<file path="config.mk">
export PLATFORM = sky130hd
export DESIGN_NAME = glb_tile_st_dma_flat
export DESIGN_NICKNAME = d
export VERILOG_FILES = /design/src/rtl/glb_tile_st_dma_pkg.sv /design/src/rtl/glb_tile_st_dma_if.sv /design/src/rtl/glb_hdr_fifo.sv /design/src/rtl/glb_tile_st_dma.sv /design/src/flat_wrapper.sv
export SDC_FILE = /design/constraint.sdc
export NUM_CORES = 1
export LEC_CHECK = 0
export BUFFER_PORTS_ARGS = -buffer_cell sky130_fd_sc_hd__buf_2
export CAP_MARGIN = 20
export CORE_MARGIN = 10
export CORE_UTILIZATION = 44
export CTS_CLUSTER_SIZE = 40
export DETAILED_ROUTE_END_ITERATION = 8
export GPL_ROUTABILITY_DRIVEN = 0
export GPL_TIMING_DRIVEN = 0
export HOLD_SLACK_MARGIN = 0.12
export MAX_ROUTING_LAYER = met4
export PLACE_DENSITY = 0.62
export SYNTH_ARGS = -nofsm -noshare
export SYNTH_HDL_FRONTEND = slang
export SYNTH_SLANG_ARGS = --single-unit
export TNS_END_PERCENT = 100
</file>
<file path="constraint.sdc">
create_clock -name clk -period 4.11 [get_ports clk]
set_clock_uncertainty 0.1 [all_clocks]
set_input_delay 0.2055 -clock clk [delete_from_list [all_inputs] [get_ports clk]]
set_output_delay 0.2055 -clock clk [all_outputs]
set_load 0.02 [all_outputs]
</file>
<file path="src/rtl/glb_tile_st_dma_pkg.sv">
// Shared types and widths for the GLB tile store-DMA.
// Header, write-packet and FSM state definitions.
package glb_tile_st_dma_pkg;

  localparam int QUEUE_DEPTH = 4;
  localparam int GLB_ADDR_WIDTH = 22;
  localparam int BANK_DATA_WIDTH = 64;
  localparam int CGRA_DATA_WIDTH = 16;
  localparam int MAX_NUM_WORDS_WIDTH = 21;
  localparam int BANK_STRB_WIDTH = BANK_DATA_WIDTH / 8;
  localparam int HDR_CNT_WIDTH = $clog2(QUEUE_DEPTH) + 1;

  typedef struct packed {
    logic                           valid;
    logic [GLB_ADDR_WIDTH-1:0]      start_addr;
    logic [MAX_NUM_WORDS_WIDTH-1:0] num_words;
  } dma_st_header_t;

  typedef struct packed {
    logic                       wr_en;
    logic [GLB_ADDR_WIDTH-1:0]  wr_addr;
    logic [BANK_STRB_WIDTH-1:0] wr_strb;
    logic [BANK_DATA_WIDTH-1:0] wr_data;
  } wr_packet_t;

  typedef enum logic [1:0] {
    IDLE,
    ACTIVE,
    DONE
  } st_dma_state_e;

  function automatic logic [GLB_ADDR_WIDTH-1:0] line_addr(
    input logic [GLB_ADDR_WIDTH-1:0] a
  );
    return {a[GLB_ADDR_WIDTH-1:3], 3'b000};
  endfunction

endpackage

</file>
<file path="src/rtl/glb_tile_st_dma_if.sv">
// Stream-in / packet-out bundle of the store-DMA.
// Master is the CGRA/arbiter side, slave is the DMA.
interface glb_tile_st_dma_if;
  import glb_tile_st_dma_pkg::*;

  logic [CGRA_DATA_WIDTH-1:0] strm_data_f2g;
  logic                       strm_valid_f2g;
  wr_packet_t                 wr_packet;

  modport master (
    output strm_data_f2g,
    output strm_valid_f2g,
    input  wr_packet
  );

  modport slave (
    input  strm_data_f2g,
    input  strm_valid_f2g,
    output wr_packet
  );

endinterface

</file>
<file path="src/rtl/glb_hdr_fifo.sv">
// Synchronous header FIFO with count/full/empty.
// Push while full and pop while empty are ignored.
module glb_hdr_fifo
  import glb_tile_st_dma_pkg::*;
#(
  parameter int DEPTH = QUEUE_DEPTH,
  localparam int AW = (DEPTH > 1) ? $clog2(DEPTH) : 1,
  localparam int CW = $clog2(DEPTH) + 1
) (
  input  logic           clk,
  input  logic           reset_n,
  input  logic           push,
  input  dma_st_header_t din,
  input  logic           pop,
  output dma_st_header_t dout,
  output logic [CW-1:0]  count,
  output logic           full,
  output logic           empty
);

  dma_st_header_t mem [DEPTH];
  logic [AW-1:0]  wr_ptr;
  logic [AW-1:0]  rd_ptr;
  logic           do_push;
  logic           do_pop;

  assign full    = (count == CW'(DEPTH));
  assign empty   = (count == '0);
  assign do_push = push && !full;
  assign do_pop  = pop && !empty;
  assign dout    = mem[rd_ptr];

  always_ff @(posedge clk or negedge reset_n) begin
    if (!reset_n) begin
      wr_ptr <= '0;
      rd_ptr <= '0;
      count  <= '0;
      for (int i = 0; i < DEPTH; i++) begin
        mem[i] <= '0;
      end
    end else begin
      if (do_push) begin
        mem[wr_ptr] <= din;
        wr_ptr <= (wr_ptr == AW'(DEPTH - 1)) ? '0 : wr_ptr + 1'b1;
      end
      if (do_pop) begin
        rd_ptr <= (rd_ptr == AW'(DEPTH - 1)) ? '0 : rd_ptr + 1'b1;
      end
      count <= count + CW'(do_push) - CW'(do_pop);
    end
  end

endmodule

</file>
<file path="src/rtl/glb_tile_st_dma.sv">
// GLB tile store-DMA: header queue + 16-to-64 bit
// packing into byte-strobed bank write packets.
module glb_tile_st_dma
  import glb_tile_st_dma_pkg::*;
(
  input  logic                     clk,
  input  logic                     reset_n,
  input  logic                     st_dma_en,
  input  logic                     hdr_push,
  input  dma_st_header_t           cfg_hdr,
  output logic                     hdr_full,
  output logic [HDR_CNT_WIDTH-1:0] hdr_count,
  glb_tile_st_dma_if.slave         strm,
  output logic                     st_dma_busy,
  output logic                     st_dma_done_pulse
);

  st_dma_state_e state_q, state_d;

  logic [GLB_ADDR_WIDTH-1:0]      addr_q, addr_d;
  logic [MAX_NUM_WORDS_WIDTH-1:0] words_q, words_d;
  logic [BANK_DATA_WIDTH-1:0]     line_q, line_d, line_w;
  logic [BANK_STRB_WIDTH-1:0]     strb_q, strb_d, strb_w;
  wr_packet_t                     pkt_q, pkt_d;
  logic [1:0]                     lane;
  logic                           pop;
  logic                           empty;
  dma_st_header_t                 head;
  logic                           unused_hdr_bits;

  assign unused_hdr_bits = ^{head.valid, head.start_addr[0]};

  glb_hdr_fifo #(
    .DEPTH (QUEUE_DEPTH)
  ) u_hdr_fifo (
    .clk     (clk),
    .reset_n (reset_n),
    .push    (hdr_push && cfg_hdr.valid),
    .din     (cfg_hdr),
    .pop     (pop),
    .dout    (head),
    .count   (hdr_count),
    .full    (hdr_full),
    .empty   (empty)
  );

  always_comb begin
    state_d = state_q;
    addr_d  = addr_q;
    words_d = words_q;
    line_d  = line_q;
    strb_d  = strb_q;
    pkt_d   = '0;
    pop     = 1'b0;
    lane    = addr_q[2:1];
    line_w  = line_q;
    strb_w  = strb_q;
    unique case (state_q)
      IDLE: begin
        if (st_dma_en && !empty) begin
          pop     = 1'b1;
          addr_d  = {head.start_addr[GLB_ADDR_WIDTH-1:1], 1'b0};
          words_d = head.num_words;
          line_d  = '0;
          strb_d  = '0;
          state_d = (head.num_words == '0) ? DONE : ACTIVE;
        end
      end
      ACTIVE: begin
        if (words_q == '0) begin
          state_d = DONE;
        end else if (strm.strm_valid_f2g) begin
          line_w[{lane, 4'b0000} +: CGRA_DATA_WIDTH] = strm.strm_data_f2g;
          strb_w[{lane, 1'b0} +: 2] = 2'b11;
          // Close the line on the top lane or the final word
          if (lane == 2'd3 || words_q == MAX_NUM_WORDS_WIDTH'(1)) begin
            pkt_d.wr_en   = 1'b1;
            pkt_d.wr_addr = line_addr(addr_q);
            pkt_d.wr_strb = strb_w;
            pkt_d.wr_data = line_w;
            line_d = '0;
            strb_d = '0;
          end else begin
            line_d = line_w;
            strb_d = strb_w;
          end
          addr_d  = addr_q + GLB_ADDR_WIDTH'(2);
          words_d = words_q - MAX_NUM_WORDS_WIDTH'(1);
          if (words_q == MAX_NUM_WORDS_WIDTH'(1)) begin
            state_d = DONE;
          end
        end
      end
      DONE: state_d = IDLE;
      default: state_d = IDLE;
    endcase
  end

  always_ff @(posedge clk or negedge reset_n) begin
    if (!reset_n) begin
      state_q <= IDLE;
      addr_q  <= '0;
      words_q <= '0;
      line_q  <= '0;
      strb_q  <= '0;
      pkt_q   <= '0;
    end else begin
      state_q <= state_d;
      addr_q  <= addr_d;
      words_q <= words_d;
      line_q  <= line_d;
      strb_q  <= strb_d;
      pkt_q   <= pkt_d;
    end
  end

  assign strm.wr_packet    = pkt_q;
  assign st_dma_busy       = (state_q != IDLE);
  assign st_dma_done_pulse = (state_q == DONE);

endmodule

</file>
<file path="src/flat_wrapper.sv">
// flat-port wrapper written by rule: the top's interface ports become plain ports
module glb_tile_st_dma_flat import glb_tile_st_dma_pkg::*;
  (clk, reset_n, st_dma_en, hdr_push, cfg_hdr, hdr_full, hdr_count, st_dma_busy, st_dma_done_pulse, strm_strm_data_f2g, strm_strm_valid_f2g, strm_wr_packet);
  glb_tile_st_dma_if strm_i ();
  input  logic clk;
  input  logic reset_n;
  input  logic st_dma_en;
  input  logic hdr_push;
  input  dma_st_header_t cfg_hdr;
  output logic hdr_full;
  output logic [HDR_CNT_WIDTH-1:0] hdr_count;
  output logic st_dma_busy;
  output logic st_dma_done_pulse;
  input wire logic [$bits(strm_i.strm_data_f2g)-1:0] strm_strm_data_f2g;
  input wire logic [$bits(strm_i.strm_valid_f2g)-1:0] strm_strm_valid_f2g;
  output wire logic [$bits(strm_i.wr_packet)-1:0] strm_wr_packet;
  assign strm_i.strm_data_f2g = strm_strm_data_f2g;
  assign strm_i.strm_valid_f2g = strm_strm_valid_f2g;
  assign strm_wr_packet = strm_i.wr_packet;
  glb_tile_st_dma u_core (.clk(clk), .reset_n(reset_n), .st_dma_en(st_dma_en), .hdr_push(hdr_push), .cfg_hdr(cfg_hdr), .hdr_full(hdr_full), .hdr_count(hdr_count), .strm(strm_i), .st_dma_busy(st_dma_busy), .st_dma_done_pulse(st_dma_done_pulse));
endmodule
</file>
## Word level (Yosys, flattened, before mapping)

Index checks and enable logic that the tools add are counted.
W data, S select, Z words.

- Add/subtract/negate cells: 8
- Reduce and logical (&&, ||, !) cells: 16
- Div/mod/pow operators: 0
- Bitwise logic cells: 2
- Eq/ne operators: 12
- Magnitude comparators: 3
- Shift-type cells: 4
- Mux-type cells: 40
- $mul: 0

Operator list:

| kind | count |
|---|---|
| $mux W95 | 4 |
| $mux W64 | 4 |
| $bwmux W176 | 1 |
| $pmux W64 S2 | 1 |
| $bmux W44 S2 | 1 |
| $demux W44 S2 | 1 |
| $mux W43 | 2 |
| $mux W22 | 3 |
| $bwmux W64 | 1 |
| $shift A16 B8 Y64 const A | 1 |
| $shiftx A16 B8 Y64 | 1 |
| $mux W21 | 3 |
| $mux W44 | 1 |
| $pmux W22 S2 | 1 |
| $logic_not A21 Y1 | 2 |
| $pmux W21 S2 | 1 |
| $mux W8 | 4 |
| $add A22 B2 Y22 const B | 1 |
| $eq A21 B1 Y1 const B | 1 |
| $sub A21 B1 Y21 const B | 1 |
| $pmux W8 S2 | 1 |
| $mux W2 | 7 |
| $bwmux W8 | 1 |
| $eq A2 B2 Y1 const B | 4 |
| other kinds (26) | 37 |

- Flip-flop bits (word level): 395
- Input bits: 65
- Output and inout bits: 101
- Bits in read-only memories: 0
- RAM bits: 0
- Memories: 0
- Word-level logic and storage cells: 109
- Latch bits: 0

## Logic depth before layout (Yosys ltp)

Gate-level depths: netlist of run 1.

- Depth in word-level cells: 8
- Depth in mapped cells: 12
- Depth with buffers taken out: 10

## Hierarchy

Synthesis of run 1 repeated with hierarchy kept, for this count alone.

- Cell total of the unflattened synthesis: 1543
- Area total of the unflattened synthesis: 18984.5 um2

By module, submodules not included:

| module | area an instance (um2) | instances | cells an instance | seq. area each (um2) |
|---|---|---|---|---|
| glb_tile_st_dma | 10112.2 | 1 | 1079 | 5205.0 |
| glb_hdr_fifo | 8872.3 | 1 | 464 | 4579.4 |

## Worst setup path before layout of run 1

No wires, ideal clock.

- Kind: register -> register
- Start point: register u_core.state_q[0]
- End point: register u_core.u_hdr_fifo.count[2]
- Data required time: 3.877 ns
- Library setup time: 0.133 ns
- Arrival time: 2.608 ns
- Stages on the path, launching flop included: 13
- Period minus slack after synthesis: 2.841 ns
- Slack: 1.269 ns
- Path through: dfrtp_1 -> or2_2 -> or2_1 -> clkbuf_1 -> inv_2 -> buf_2 -> ha_1 -> inv_1 -> ha_1 -> inv_1 -> fa_1 -> xnor2_1 -> xnor2_1

- Cells in the longest elaborated chain, start to end: 4

Ends and longest elaborated chain:

| element | line | text |
|---|---|---|
| start, declared | glb_tile_st_dma.sv:18 | `st_dma_state_e state_q, state_d;` |
| start signal, assigned | glb_tile_st_dma.sv:108 | `state_q <= state_d;` |
| $logic_not A2 Y1 | glb_tile_st_dma.sv:58 | `unique case (state_q)` |
| $mux W1 | glb_tile_st_dma.sv:58 |  |
| $logic_and A1 B1 Y1 | glb_hdr_fifo.sv:30 | `assign do_pop = pop && !empty;` |
| named net u_core.u_hdr_fifo.do_pop | glb_hdr_fifo.sv:25 | `logic do_pop;` |
| $sub A3 B1 Y3 | glb_hdr_fifo.sv:49 | `count <= count + CW'(do_push) - CW'(do_pop);` |
| end signal, assigned | glb_hdr_fifo.sv:49 |  |
| end, declared | glb_hdr_fifo.sv:16 | `output logic [CW-1:0] count,` |

The timed path passes the listed nets, and every way through them passes these cells.
A chain may end at the register's enable or synchronous reset.

## Worst setup path after layout of run 1

- Start point: register u_core.u_hdr_fifo.count[1]
- End point: register u_core.u_hdr_fifo.count[2]

- Cells in the longest elaborated chain, start to end: 7
- Elaborated cells on any way between the ends: 11

Ends and longest elaborated chain:

| element | line | text |
|---|---|---|
| $logic_not A3 Y1 (*) | glb_hdr_fifo.sv:28 | `assign empty = (count == '0);` |
| $logic_not A1 Y1 (*) | glb_hdr_fifo.sv:30, glb_tile_st_dma.sv:60 |  |
| $logic_and A1 B1 Y1 | glb_tile_st_dma.sv:60 | `if (st_dma_en && !empty) begin` |
| $mux W1 | glb_tile_st_dma.sv:60 |  |
| $mux W1 | glb_tile_st_dma.sv:58 |  |
| $logic_and A1 B1 Y1 (*) | glb_hdr_fifo.sv:30 |  |
| named net u_core.u_hdr_fifo.do_pop | glb_hdr_fifo.sv:25 |  |
| $sub A3 B1 Y3 (*) | glb_hdr_fifo.sv:49 |  |

The timed path passes the listed nets; every way through them passes the cells marked *.

==> metrics.md, run 1 <==
| Metric | Value |
|---|---|
| Final period util | `81.7%` |
| Critical Path AT | `3.71 ns` |
| Worst path top cell family by delay | `buffers and inverters` |
| Syn_area_per_cell | `12.7 um2` |
| Max-slew headroom | `30.7%` |
| # rows | `71` |
| Number of synthesized flops with an enable pin | `0` |
| Via count of the first global-routing pass | `12,300` |
| Final Hold Fails | `0` |
| Pin count of the biggest net entering global routing | `117` |
| H-tree levels | `2` |
| Die ar. | `0.0464 mm2` |
| Die Wd | `215 um` |
| Io pins | `166` |
| Pwr per Cell Area | `743 mW/mm2` |
| Placed wire-length estimate | `30.7 mm` |
| Most frequent cells in the layout | `dfrtp_1, buf_2, mux2_2` |
| Max Clock Freq | `298 MHz` |
| Cells after Synth | `1,326` |
| # port buffers | `161` |
| Synthesis-to-layout area growth | `21.8%` |
| # diodes | `0` |
| CTS Sinks | `383` |
| Initial antenna violation count | `0` |
| Routed WL per cell | `20.5 um` |
| Fin nets | `1,684` |
| Detailed-route DRC error count | `0` |
| RSZ-0062 raised after global routing | `false` |
| Design Power | `15.2 mW` |
| Worst-Skew Late Latency | `0.58 ns` |
| Main flop type after synthesis | `dfrtp_1` |
| Hold/Removal Path Class | `in2reg` |
| Max clock buf depth | `3` |
| Crit-path cells | `o31ai_1 > or2_1 > clkbuf_1 > inv_2 > buf_2 > ha_1 > inv_1 > ha_1 > inv_1 > fa_1 > xnor2_1 > xnor2_1` |
| GRT overflow | `0` |
| R2R Setup Slk | `0.75 ns` |
| Routed Antenna Nets | `0` |
| Commonest non-fill, non-tap cell in the layout | `dfrtp_1` |
| CTS tree | `built` |
| Die height | `215 um` |
| Worst Max-Slew Pin Slew | `1.03 ns` |
| Root Buffer Master | `clkbuf_16` |
| Initial core utilization | `44.6%` |
| GRT Util Overall | `19.5%` |
| CP Capture Type | `flip-flop` |
| Final core occ | `54.4%` |
| Final WL | `43.8 mm` |
| Max VDD drop | `0.392 mV` |
| Critical path class | `reg2reg` |
| Synthesized flop and latch total | `383` |
| Async set-reset flop share out of synthesis | `100%` |
| Critical Path Source Type | `flip-flop` |
| Max Cap Viol | `0` |
| Worst-path maximum fanout | `10` |
| Final min period | `3.36 ns` |
| Worst EP required | `4.46 ns` |
| Setup violators final | `0` |
| Share of cells above drive strength 1 | `31.5%` |
| CP max-delay cell | `o31ai_1` |
| Leakage Power | `9.34 nW` |
| Buf+Inv Stages, Crit Path | `5` |
| Post-Syn Area | `0.0168 mm2` |
| Slew Limit Fails | `0` |
| Yosys warnings | `0` |
| Vias | `11,600` |
| Seq/Total Area, Yosys | `57.0%` |
| Core area | `0.0377 mm2` |
| Routed vias/inst | `5.39` |
| Post-CTS sizing | `0` |
| CP max stage delay | `0.48 ns` |
| Drt initial violations | `840` |
| Pre-antenna DRT Iters | `6` |
| Yosys cell types | `69` |
| Clock slew at reported path FFs | `0.06 ns` |
| CTS buffer count | `43` |
| Status | `finished, final reports clean` |
| First-pass GRT wire length | `70.6 mm` |
==> synth_stat cells (4+ instances only) <==
library cell	n	area share (%)
buf_2	38	1.1
dfrtp_1	383	57
nand3_1	24	0.71
a31oi_1	17	0.63
nor4_1	6	0.22
o22ai_1	9	0.33
mux2_2	168	11
nor2b_1	65	2.4
mux4_2	42	5.6
buf_4	7	0.31
o22a_1	16	0.83
o21ai_0	13	0.39
buf_6	4	0.27
a21oi_1	109	3.2
a22oi_1	8	0.36
inv_1	20	0.45
o211ai_1	8	0.36
and2_1	35	1.3
nor4_2	4	0.30
a41oi_1	6	0.31
ha_1	15	1.1
and3_1	4	0.15
nor3_1	11	0.33
a22o_1	50	2.6
nor2_1	123	2.7
clkbuf_1	34	0.76
nand2_1	33	0.74
a2bb2oi_1	10	0.52
==> metrics by stage <==
stage | worst slack [ns] | std cells | cell area (um2) | hold WS (ns) | setup TNS (ns)
final | 0.754 | 2144 | 20500 | 0.346 | 0
after global placement | -4.71 | 2000 | 18300 | 0.361 | -1780.18
after CTS | 0.614 | 2143 | 20500 | 0.320 | 0
after detailed placement | 0.626 | 2003 | 18400 | 0.127 | 0
after floorplan | 1.27 | 1328 | 16800 | -0.190 | 0
after global routing | 0.400 | 2144 | 20500 | 0.360 | 0
==> cells by family (layout without fill, tap and decap cells) <==
group                    after synthesis  in the layout  share of synthesized area [%]
AO/OA/AOI/OAI                        271            271                           11.1
adder cells (fa/ha/maj)               16             16                           1.24
buffers and inverters                108            413                           3.03
AND/OR/NAND/NOR                      334            334                           10.5
multiplexers                         211            211                           16.9
flip-flops                           383            383                           57.0
XOR/XNOR                               2              2                          0.104
other                                  1              3                         0.0223
==> metal layers <==
metal	GRT usage, %	vias to the layer above	share of wire [%]
met5	-	-	0
met4	6.22	0	2.3
met3	3.40	80	5.2
met2	30.9	311	48
met1	25.1	5794	44
li1	-	5372	-
==> what timing repair did <==
item,CTS,global route
setup buffers,0,0
hold buffers,65,0
endpoints found under the hold margin,545,0
==> registers in the layout, summed over array words and instances, names as in the netlist, 3 cells and up <==
register and count:
u_core.addr_q 21, u_core.line_q 64, u_core.strb_q 8, u_core.strm.wr_packet 92, u_core.u_hdr_fifo.count 3, u_core.u_hdr_fifo.mem 168
u_core.words_q 21
==> worst reg2reg max path: stages, from the launching register on <==
cell	delay, ns
dfrtp_1	0.44
o31ai_1	0.48
or2_1	0.17
clkbuf_1	0.37
inv_2	0.20
buf_2	0.27
ha_1	0.31
inv_1	0.06
ha_1	0.12
inv_1	0.05
fa_1	0.40
xnor2_1	0.14
xnor2_1	0.13
==> path summary, 6_finish.rpt <==
check,start,to,depth (start not counted)
max,u_core.u_hdr_fifo.count[1],u_core.u_hdr_fifo.count[2],12
min,cfg_hdr[35],u_core.u_hdr_fifo.mem[167],3
max reg2reg,u_core.u_hdr_fifo.count[1],u_core.u_hdr_fifo.count[2],12
min reg2reg,u_core.line_q[59],u_core.line_q[59],1
max in group asynchronous,reset_n,u_core.u_hdr_fifo.mem[112],5
min in group asynchronous,reset_n,u_core.line_q[29],3
==> power breakdown <==
part	switching, mW	leakage, nW	internal (mW)
clock	1.53	0.722	2.43
combinational	2.91	3.71	2.55
sequential	0.786	4.91	5.01
total	5.23	9.34	9.98
==> layout make-up <==
cell class | instances | area, um2
sequential | 383 | 9580
timing repair buffer | 230 | 1560
inverter | 22 | 82.6
clock buffer | 64 | 1300
tap | 511 | 639
clock inverter | 11 | 173
fill | 3295 | 17200
buffer | 86 | 427
multi-input combinational | 837 | 6730
Note: power is estimated with default switching activity, not from simulation.
==> run 2, diff against run 1 <==
==> constraint.sdc (replaced) <==
create_clock -name clk -period 3.3 [get_ports clk]
set_clock_uncertainty 0.1 [all_clocks]
set_input_delay 0.165 -clock clk [delete_from_list [all_inputs] [get_ports clk]]
set_output_delay 0.165 -clock clk [all_outputs]
set_load 0.02 [all_outputs]
==> run 2 against run 1 <==
  * Sequential share of layout area hardly changed
  * Non-clock buffer count is 2 lower
  * Global-route usage hardly changed
  * Total power is 25% higher
  * Largest cell class unchanged
==> metrics.md, run 2 (synthesized netlist as in run 1, its figures left out) <==
| Metric | Value |
|---|---|
| Max VDD drop | `0.489 mV (was 0.392 mV)` |
| CTS Sinks | `383 (unchanged)` |
| Reg with most FFs | `u_core.u_hdr_fifo.mem (unchanged)` |
| Final min period | `2.98 ns (was 3.36 ns)` |
| Hold/Removal Path Class | `in2async (was in2reg)` |
| Share of cells above drive strength 1 | `31.7% (was 31.5%)` |
| Placed wire-length estimate | `30.7 mm (unchanged)` |
| Clock slew at reported path FFs | `0.06 ns (about the same)` |
| Pin count of the biggest net entering global routing | `117 (unchanged)` |
| First-pass GRT wire length | `70.6 mm (about the same)` |
| Die ar. | `0.0464 mm2 (unchanged)` |
| Critical Path Source Type | `flip-flop (unchanged)` |
| Pre-antenna DRT Iters | `7 (was 6)` |
| Via count of the first global-routing pass | `12,300 (about the same)` |
| Slew Limit Fails | `0 (unchanged)` |
| Setup crit start | `u_core.state_q[1] (was u_core.u_hdr_fifo.count[1])` |
| Placed cells | `2,003 (unchanged)` |
| # diodes | `0 (unchanged)` |
| Pwr per Cell Area | `925 mW/mm2 (was 743 mW/mm2)` |
| # port buffers | `161 (unchanged)` |
| Critical Path AT | `3.33 ns (was 3.71 ns)` |
| Dpl ws | `-0.184 ns (was 0.626 ns)` |
| Routed vias/inst | `5.41 (was 5.39)` |
| RSZ-0062 raised after global routing | `false (unchanged)` |
| Commonest non-fill, non-tap cell in the layout | `dfrtp_1 (unchanged)` |
| Critical path class | `reg2reg (unchanged)` |
| Routed Antenna Nets | `0 (unchanged)` |
| Die Wd | `215 um (unchanged)` |
| Final Hold Fails | `0 (unchanged)` |
| Post-CTS Setup Inserts | `0 (unchanged)` |
| Io pins | `166 (unchanged)` |
| RR Endpoint | `u_core.u_hdr_fifo.count[2] (unchanged)` |
| Finished Layout Cells | `2,142 (was 2,144)` |
| # fillers | `3,292 (was 3,295)` |
| Fin nets | `1,682 (was 1,684)` |
| Max clock buf depth | `3 (unchanged)` |
| Drt initial violations | `822 (was 840)` |
| FF-to-FF path depth | `11 (was 12)` |
| Most frequent cells in the layout | `dfrtp_1, buf_2, mux2_2 (unchanged)` |
| Final WL | `43.9 mm (was 43.8 mm)` |
| CTS tree | `built (unchanged)` |
| Synthesis-to-layout area growth | `21.9% (was 21.8%)` |
| H-tree levels | `2 (unchanged)` |
| Max Clock Freq | `336 MHz (was 298 MHz)` |
| Routed WL per cell | `20.5 um (about the same)` |
| Max Cap Viol | `0 (unchanged)` |
| Reg-to-Reg Start | `u_core.state_q[1] (was u_core.u_hdr_fifo.count[1])` |
| Max-slew headroom | `30.0% (was 30.7%)` |
| Initial antenna violation count | `0 (unchanged)` |
| Setup violators final | `0 (unchanged)` |
| R2R Setup Slk | `0.32 ns (was 0.75 ns)` |
| CTS buffer count | `43 (unchanged)` |
| Worst EP required | `3.65 ns (was 4.46 ns)` |
| Vias | `11,600 (about the same)` |
| Initial core utilization | `44.6% (unchanged)` |
| Worst-path maximum fanout | `10 (unchanged)` |
| Worst setup margin | `0.324 ns (was 0.754 ns)` |
| Root Buffer Master | `clkbuf_16 (unchanged)` |
| CP Capture Type | `flip-flop (unchanged)` |
| # rows | `71 (unchanged)` |
| Worst Max-Slew Pin Slew | `1.04 ns (was 1.03 ns)` |
| Worst-Skew Late Latency | `0.58 ns (about the same)` |
| Core area | `0.0377 mm2 (unchanged)` |
| Final period util | `90.2% (was 81.7%)` |
| Detailed-route DRC error count | `0 (unchanged)` |
| GRT Util Overall | `19.5% (about the same)` |
| Largest register FFs | `168 (unchanged)` |
| Die height | `215 um (unchanged)` |
| Leakage Power | `9.35 nW (was 9.34 nW)` |
| Status | `finished, final reports clean (unchanged)` |
| GRT overflow | `0 (unchanged)` |
## run 2: changes by cell type in the layout (fill, tap and decap cells not counted), sizes merged
cell / before / now
dlygate4sd3: 65 / 63
buf: 216 / 217
clkbuf: 99 / 98
## run 2: where the power goes
part	internal, mW	switching [mW]
sequential	6.23	0.985
combinational	3.18	3.64
clock	3.02	1.91
## run 2: cell type report
type                       instances  area, um2  share of cell area, %
sequential                       383       9580                   46.8
multi-input combinational        837       6730                   32.9
timing repair buffer             229       1560                   7.63
clock buffer                      64       1300                   6.32
tap                              511        639                   3.12
buffer                            85        423                   2.06
clock inverter                    11        173                  0.842
inverter                          22       82.6                  0.403
## run 2: worst max path at each step
stage,to,slack (ns),depth (start not counted)
after global placement,u_core.u_hdr_fifo.mem[41],-5.48,1
after detailed placement,u_core.u_hdr_fifo.count[2],-0.18,12
final,u_core.u_hdr_fifo.count[2],0.32,11
after CTS,u_core.u_hdr_fifo.count[2],0.13,11
after global routing,u_core.u_hdr_fifo.count[2],0.15,11
after floorplan,u_core.u_hdr_fifo.count[2],0.46,12
## run 2: layer usage
| metal | part of all wire [%] | up-vias | GRT usage, % |
|---|---|---|---|
| met4 | 2.4 | 0 | 6.34 |
| met3 | 5.2 | 85 | 3.44 |
| met2 | 48 | 336 | 31.0 |
| met1 | 44 | 5813 | 25.0 |
| met5 | 0 | - | - |
| li1 | - | 5353 | - |
## run 2: repair_timing
action                                  in CTS  in global routing
pin swaps                                    0                  0
hold buffers                                64                  0
resized for setup                            1                  1
endpoints found under the setup margin       2                  1
hold endpoints to repair                   551                  0
## run 2: stage by stage
step                util, %  cell area (um2)  hold WS (ns)  power [mW]  setup TNS, ns
finish                 54.4            20500         0.129        19.0              0
CTS                    54.4            20500         0.129        19.0              0
global route           54.4            20500         0.173        20.1              0
detailed placement     48.7            18400        0.0866        14.0         -0.214
global placement       48.5            18300         0.340        13.8       -2075.20
floorplan                 -            16800        -0.231        11.9              0
## run 2: critical path, cell delays in order, from the launching register on
cell and delay, ns:
dfrtp_1 0.41, or2_2 0.30, or2_4 0.31, inv_2 0.18
buf_2 0.35, ha_1 0.30, inv_1 0.06, ha_1 0.12
inv_1 0.05, fa_1 0.40, xnor2_1 0.14, xnor2_1 0.13
==> run 3, diff against run 2 <==
--- a/config.mk
+++ b/config.mk
@@ -7,7 +7,7 @@
 export LEC_CHECK = 0
 export BUFFER_PORTS_ARGS = -buffer_cell sky130_fd_sc_hd__buf_2
 export CAP_MARGIN = 20
-export CORE_MARGIN = 10
+export CORE_MARGIN = 2
 export CORE_UTILIZATION = 44
 export CTS_CLUSTER_SIZE = 40
 export DETAILED_ROUTE_END_ITERATION = 8
@@ -16,6 +16,7 @@
 export HOLD_SLACK_MARGIN = 0.12
 export MAX_ROUTING_LAYER = met4
 export PLACE_DENSITY = 0.62
+export RECOVER_POWER = 100
 export SYNTH_ARGS = -nofsm -noshare
 export SYNTH_HDL_FRONTEND = slang
 export SYNTH_SLANG_ARGS = --single-unit
==> run 3 against run 2 <==
  * Total power fell by 3.1%
  * Clock power down 9.3%
  * Cell count shrank 0.19%
  * First-iteration DRC count fell by 27%
  * Sequential power about the same
  * Critical endpoint is now u_core.strm.wr_packet[65]
  * Highest routed layer unchanged
==> metrics.md, run 3 (synthesized netlist as in run 1, its figures left out) <==
| Metric | Value |
|---|---|
| Worst-Skew Late Latency | `0.56 ns (was 0.58 ns)` |
| Routed WL per cell | `19.8 um (was 20.5 um)` |
| CTS buffer count | `41 (was 43)` |
| Die Wd | `199 um (was 215 um)` |
| Critical Path AT | `3.54 ns (was 3.33 ns)` |
| # diodes | `0 (unchanged)` |
| Largest register FFs | `168 (unchanged)` |
| Pre-antenna DRT Iters | `5 (was 7)` |
| Worst Max-Slew Pin Slew | `1.07 ns (was 1.04 ns)` |
| Critical Path Source Type | `flip-flop (unchanged)` |
| Final Hold Fails | `0 (unchanged)` |
| Initial antenna violation count | `0 (unchanged)` |
| # fillers | `3,316 (was 3,292)` |
| Drt initial violations | `603 (was 822)` |
| Vias | `11,600 (about the same)` |
| Io pins | `166 (unchanged)` |
| Pint | `12.0 mW (was 12.4 mW)` |
| Synthesis-to-layout area growth | `19.4% (was 21.9%)` |
| Root Buffer Master | `clkbuf_16 (unchanged)` |
| Max Clock Freq | `310 MHz (was 336 MHz)` |
| Detailed-route DRC error count | `0 (unchanged)` |
| Slew Limit Fails | `0 (unchanged)` |
| Fin nets | `1,681 (was 1,682)` |
| Reg with most FFs | `u_core.u_hdr_fifo.mem (unchanged)` |
| H-tree levels | `2 (unchanged)` |
| GRT overflow | `0 (unchanged)` |
| Initial core utilization | `44.6% (unchanged)` |
| Reg power frac | `39.2% (was 38.1%)` |
| Seq. cell area | `0.00958 mm2 (unchanged)` |
| Pwr per Cell Area | `915 mW/mm2 (was 925 mW/mm2)` |
| Clock Power Share | `24.3% (was 26.0%)` |
| Via count of the first global-routing pass | `11,900 (was 12,300)` |
| Leakage Power | `8.77 nW (was 9.35 nW)` |
| First-pass GRT wire length | `67.1 mm (was 70.6 mm)` |
| CTS tree | `built (unchanged)` |
| Critical path class | `reg2reg (unchanged)` |
| Final period util | `97.6% (was 90.2%)` |
| Routed Antenna Nets | `0 (unchanged)` |
| Switching share of power | `34.8% (was 34.5%)` |
| Max VDD drop | `0.487 mV (was 0.489 mV)` |
| Worst EP required | `3.62 ns (was 3.65 ns)` |
| Finished Layout Cells | `2,138 (was 2,142)` |
| CTS Sinks | `383 (unchanged)` |
| Worst-path maximum fanout | `10 (unchanged)` |
| Die ar. | `0.0398 mm2 (was 0.0464 mm2)` |
| Most frequent cells in the layout | `dfrtp_1, mux2_2, clkbuf_1 (was dfrtp_1, buf_2, mux2_2)` |
| Placed wire-length estimate | `29.0 mm (was 30.7 mm)` |
| Share of cells above drive strength 1 | `23.2% (was 31.7%)` |
| Setup violators final | `0 (unchanged)` |
| Pin count of the biggest net entering global routing | `119 (was 117)` |
| CP Capture Type | `flip-flop (unchanged)` |
| Max-slew headroom | `27.8% (was 30.0%)` |
| # rows | `71 (unchanged)` |
| # port buffers | `161 (unchanged)` |
| Commonest non-fill, non-tap cell in the layout | `dfrtp_1 (unchanged)` |
| RSZ-0062 raised after global routing | `false (unchanged)` |
| Hold/Removal Path Class | `in2reg (was in2async)` |
| Gate power share | `36.4% (was 35.9%)` |
| Clock slew at reported path FFs | `0.06 ns (about the same)` |
| GRT Util Overall | `22.6% (was 19.5%)` |
| Max clock buf depth | `3 (unchanged)` |
| Die height | `199 um (was 215 um)` |
| Setup TNS | `0 ns (unchanged)` |
| Final WL | `42.4 mm (was 43.9 mm)` |
| Routed vias/inst | `5.43 (was 5.41)` |
| Psw | `6.40 mW (was 6.53 mW)` |
| Core area | `0.0377 mm2 (unchanged)` |
| Status | `finished, final reports clean (unchanged)` |
| Placed cells | `2,003 (unchanged)` |
| Max Cap Viol | `0 (unchanged)` |
| Multi-input logic area | `0.00669 mm2 (was 0.00673 mm2)` |
| Final min period | `3.22 ns (was 2.98 ns)` |
-- run 3: changes by cell type in the layout (fill, tap and decap cells not counted), sizes merged --
cell         before  now
buf             217   86
bufinv            4    1
clkbuf           98  230
clkinv            5    4
clkinvlp          1    0
dlygate4sd3      63   64
inv              23   22
-- run 3: final timing paths --
path | from | endpoint | slack (ns) | cells past startpoint
worst max-delay path | u_core.words_q[16] | u_core.strm.wr_packet[65] | 0.08 | 7
worst min-delay path | cfg_hdr[13] | u_core.u_hdr_fifo.mem[145] | 0.31 | 3
worst max register to register | u_core.words_q[16] | u_core.strm.wr_packet[65] | 0.08 | 7
worst min register to register | u_core.line_q[60] | u_core.line_q[60] | 0.38 | 1
max in group asynchronous | reset_n | u_core.u_hdr_fifo.mem[128] | 0.47 | 5
min in group asynchronous | reset_n | u_core.u_hdr_fifo.mem[136] | 0.78 | 3
-- run 3: cell type report --
| class | instances | share of cell area, % |
|---|---|---|
| clock buffers | 65 | 6.16 |
| inverters | 22 | 0.411 |
| well taps | 511 | 3.18 |
| repair buffers | 230 | 6.98 |
| plain buffers | 85 | 1.91 |
| multi-input cells | 837 | 33.3 |
| clock inverters | 5 | 0.324 |
| flip-flops and latches | 383 | 47.7 |
-- run 3: stage by stage --
step           hold slack [ns]  worst slack (ns)  util [%]  power, mW  instance area, um2
2_1_floorplan           -0.231             0.459         -       11.9               16800
3_3_place_gp             0.341             -5.45      48.5       13.8               18300
3_5_place_dp            0.0987            -0.164      48.7       14.0               18400
4_1_cts                  0.287             0.145      54.0       18.6               20300
5_1_grt                  0.318            0.0117      53.3       19.5               20100
6_report                 0.312            0.0786      53.3       18.4               20100
-- run 3: power groups by stage --
stage / combinational [mW] / clock (mW) / sequential [mW]
after floorplan: 4.88 / 0 / 7.01
after global placement: 6.56 / 0 / 7.19
after detailed placement: 6.70 / 0 / 7.26
after CTS: 6.79 / 4.57 / 7.20
after global routing: 7.32 / 4.75 / 7.40
final: 6.69 / 4.47 / 7.21
-- run 3: worst max-delay path, cell delays in order (launching register included) --
cell,delay [ns]
dfrtp_1,0.41
nor4_1,0.71
and4b_1,0.47
a31oi_4,0.14
o21ai_0,0.20
clkbuf_1,0.53
clkbuf_2,0.41
nor2_1,0.11
-- run 3: metal layers --
metal,global-route usage (%),routed length [um],vias up
met5,-,0,-
met4,7.52,1040,0
met3,3.43,2010,76
met2,35.3,19900,328
met1,30.6,19500,5853
li1,-,-,5363
-- run 3: repair_timing --
item | in CTS | in global routing
endpoints found under the setup margin | 2 | 0
resized for setup | 1 | 0
hold buffers | 65 | 0
endpoints found under the hold margin | 540 | 0
buffers inserted | 0 | 0
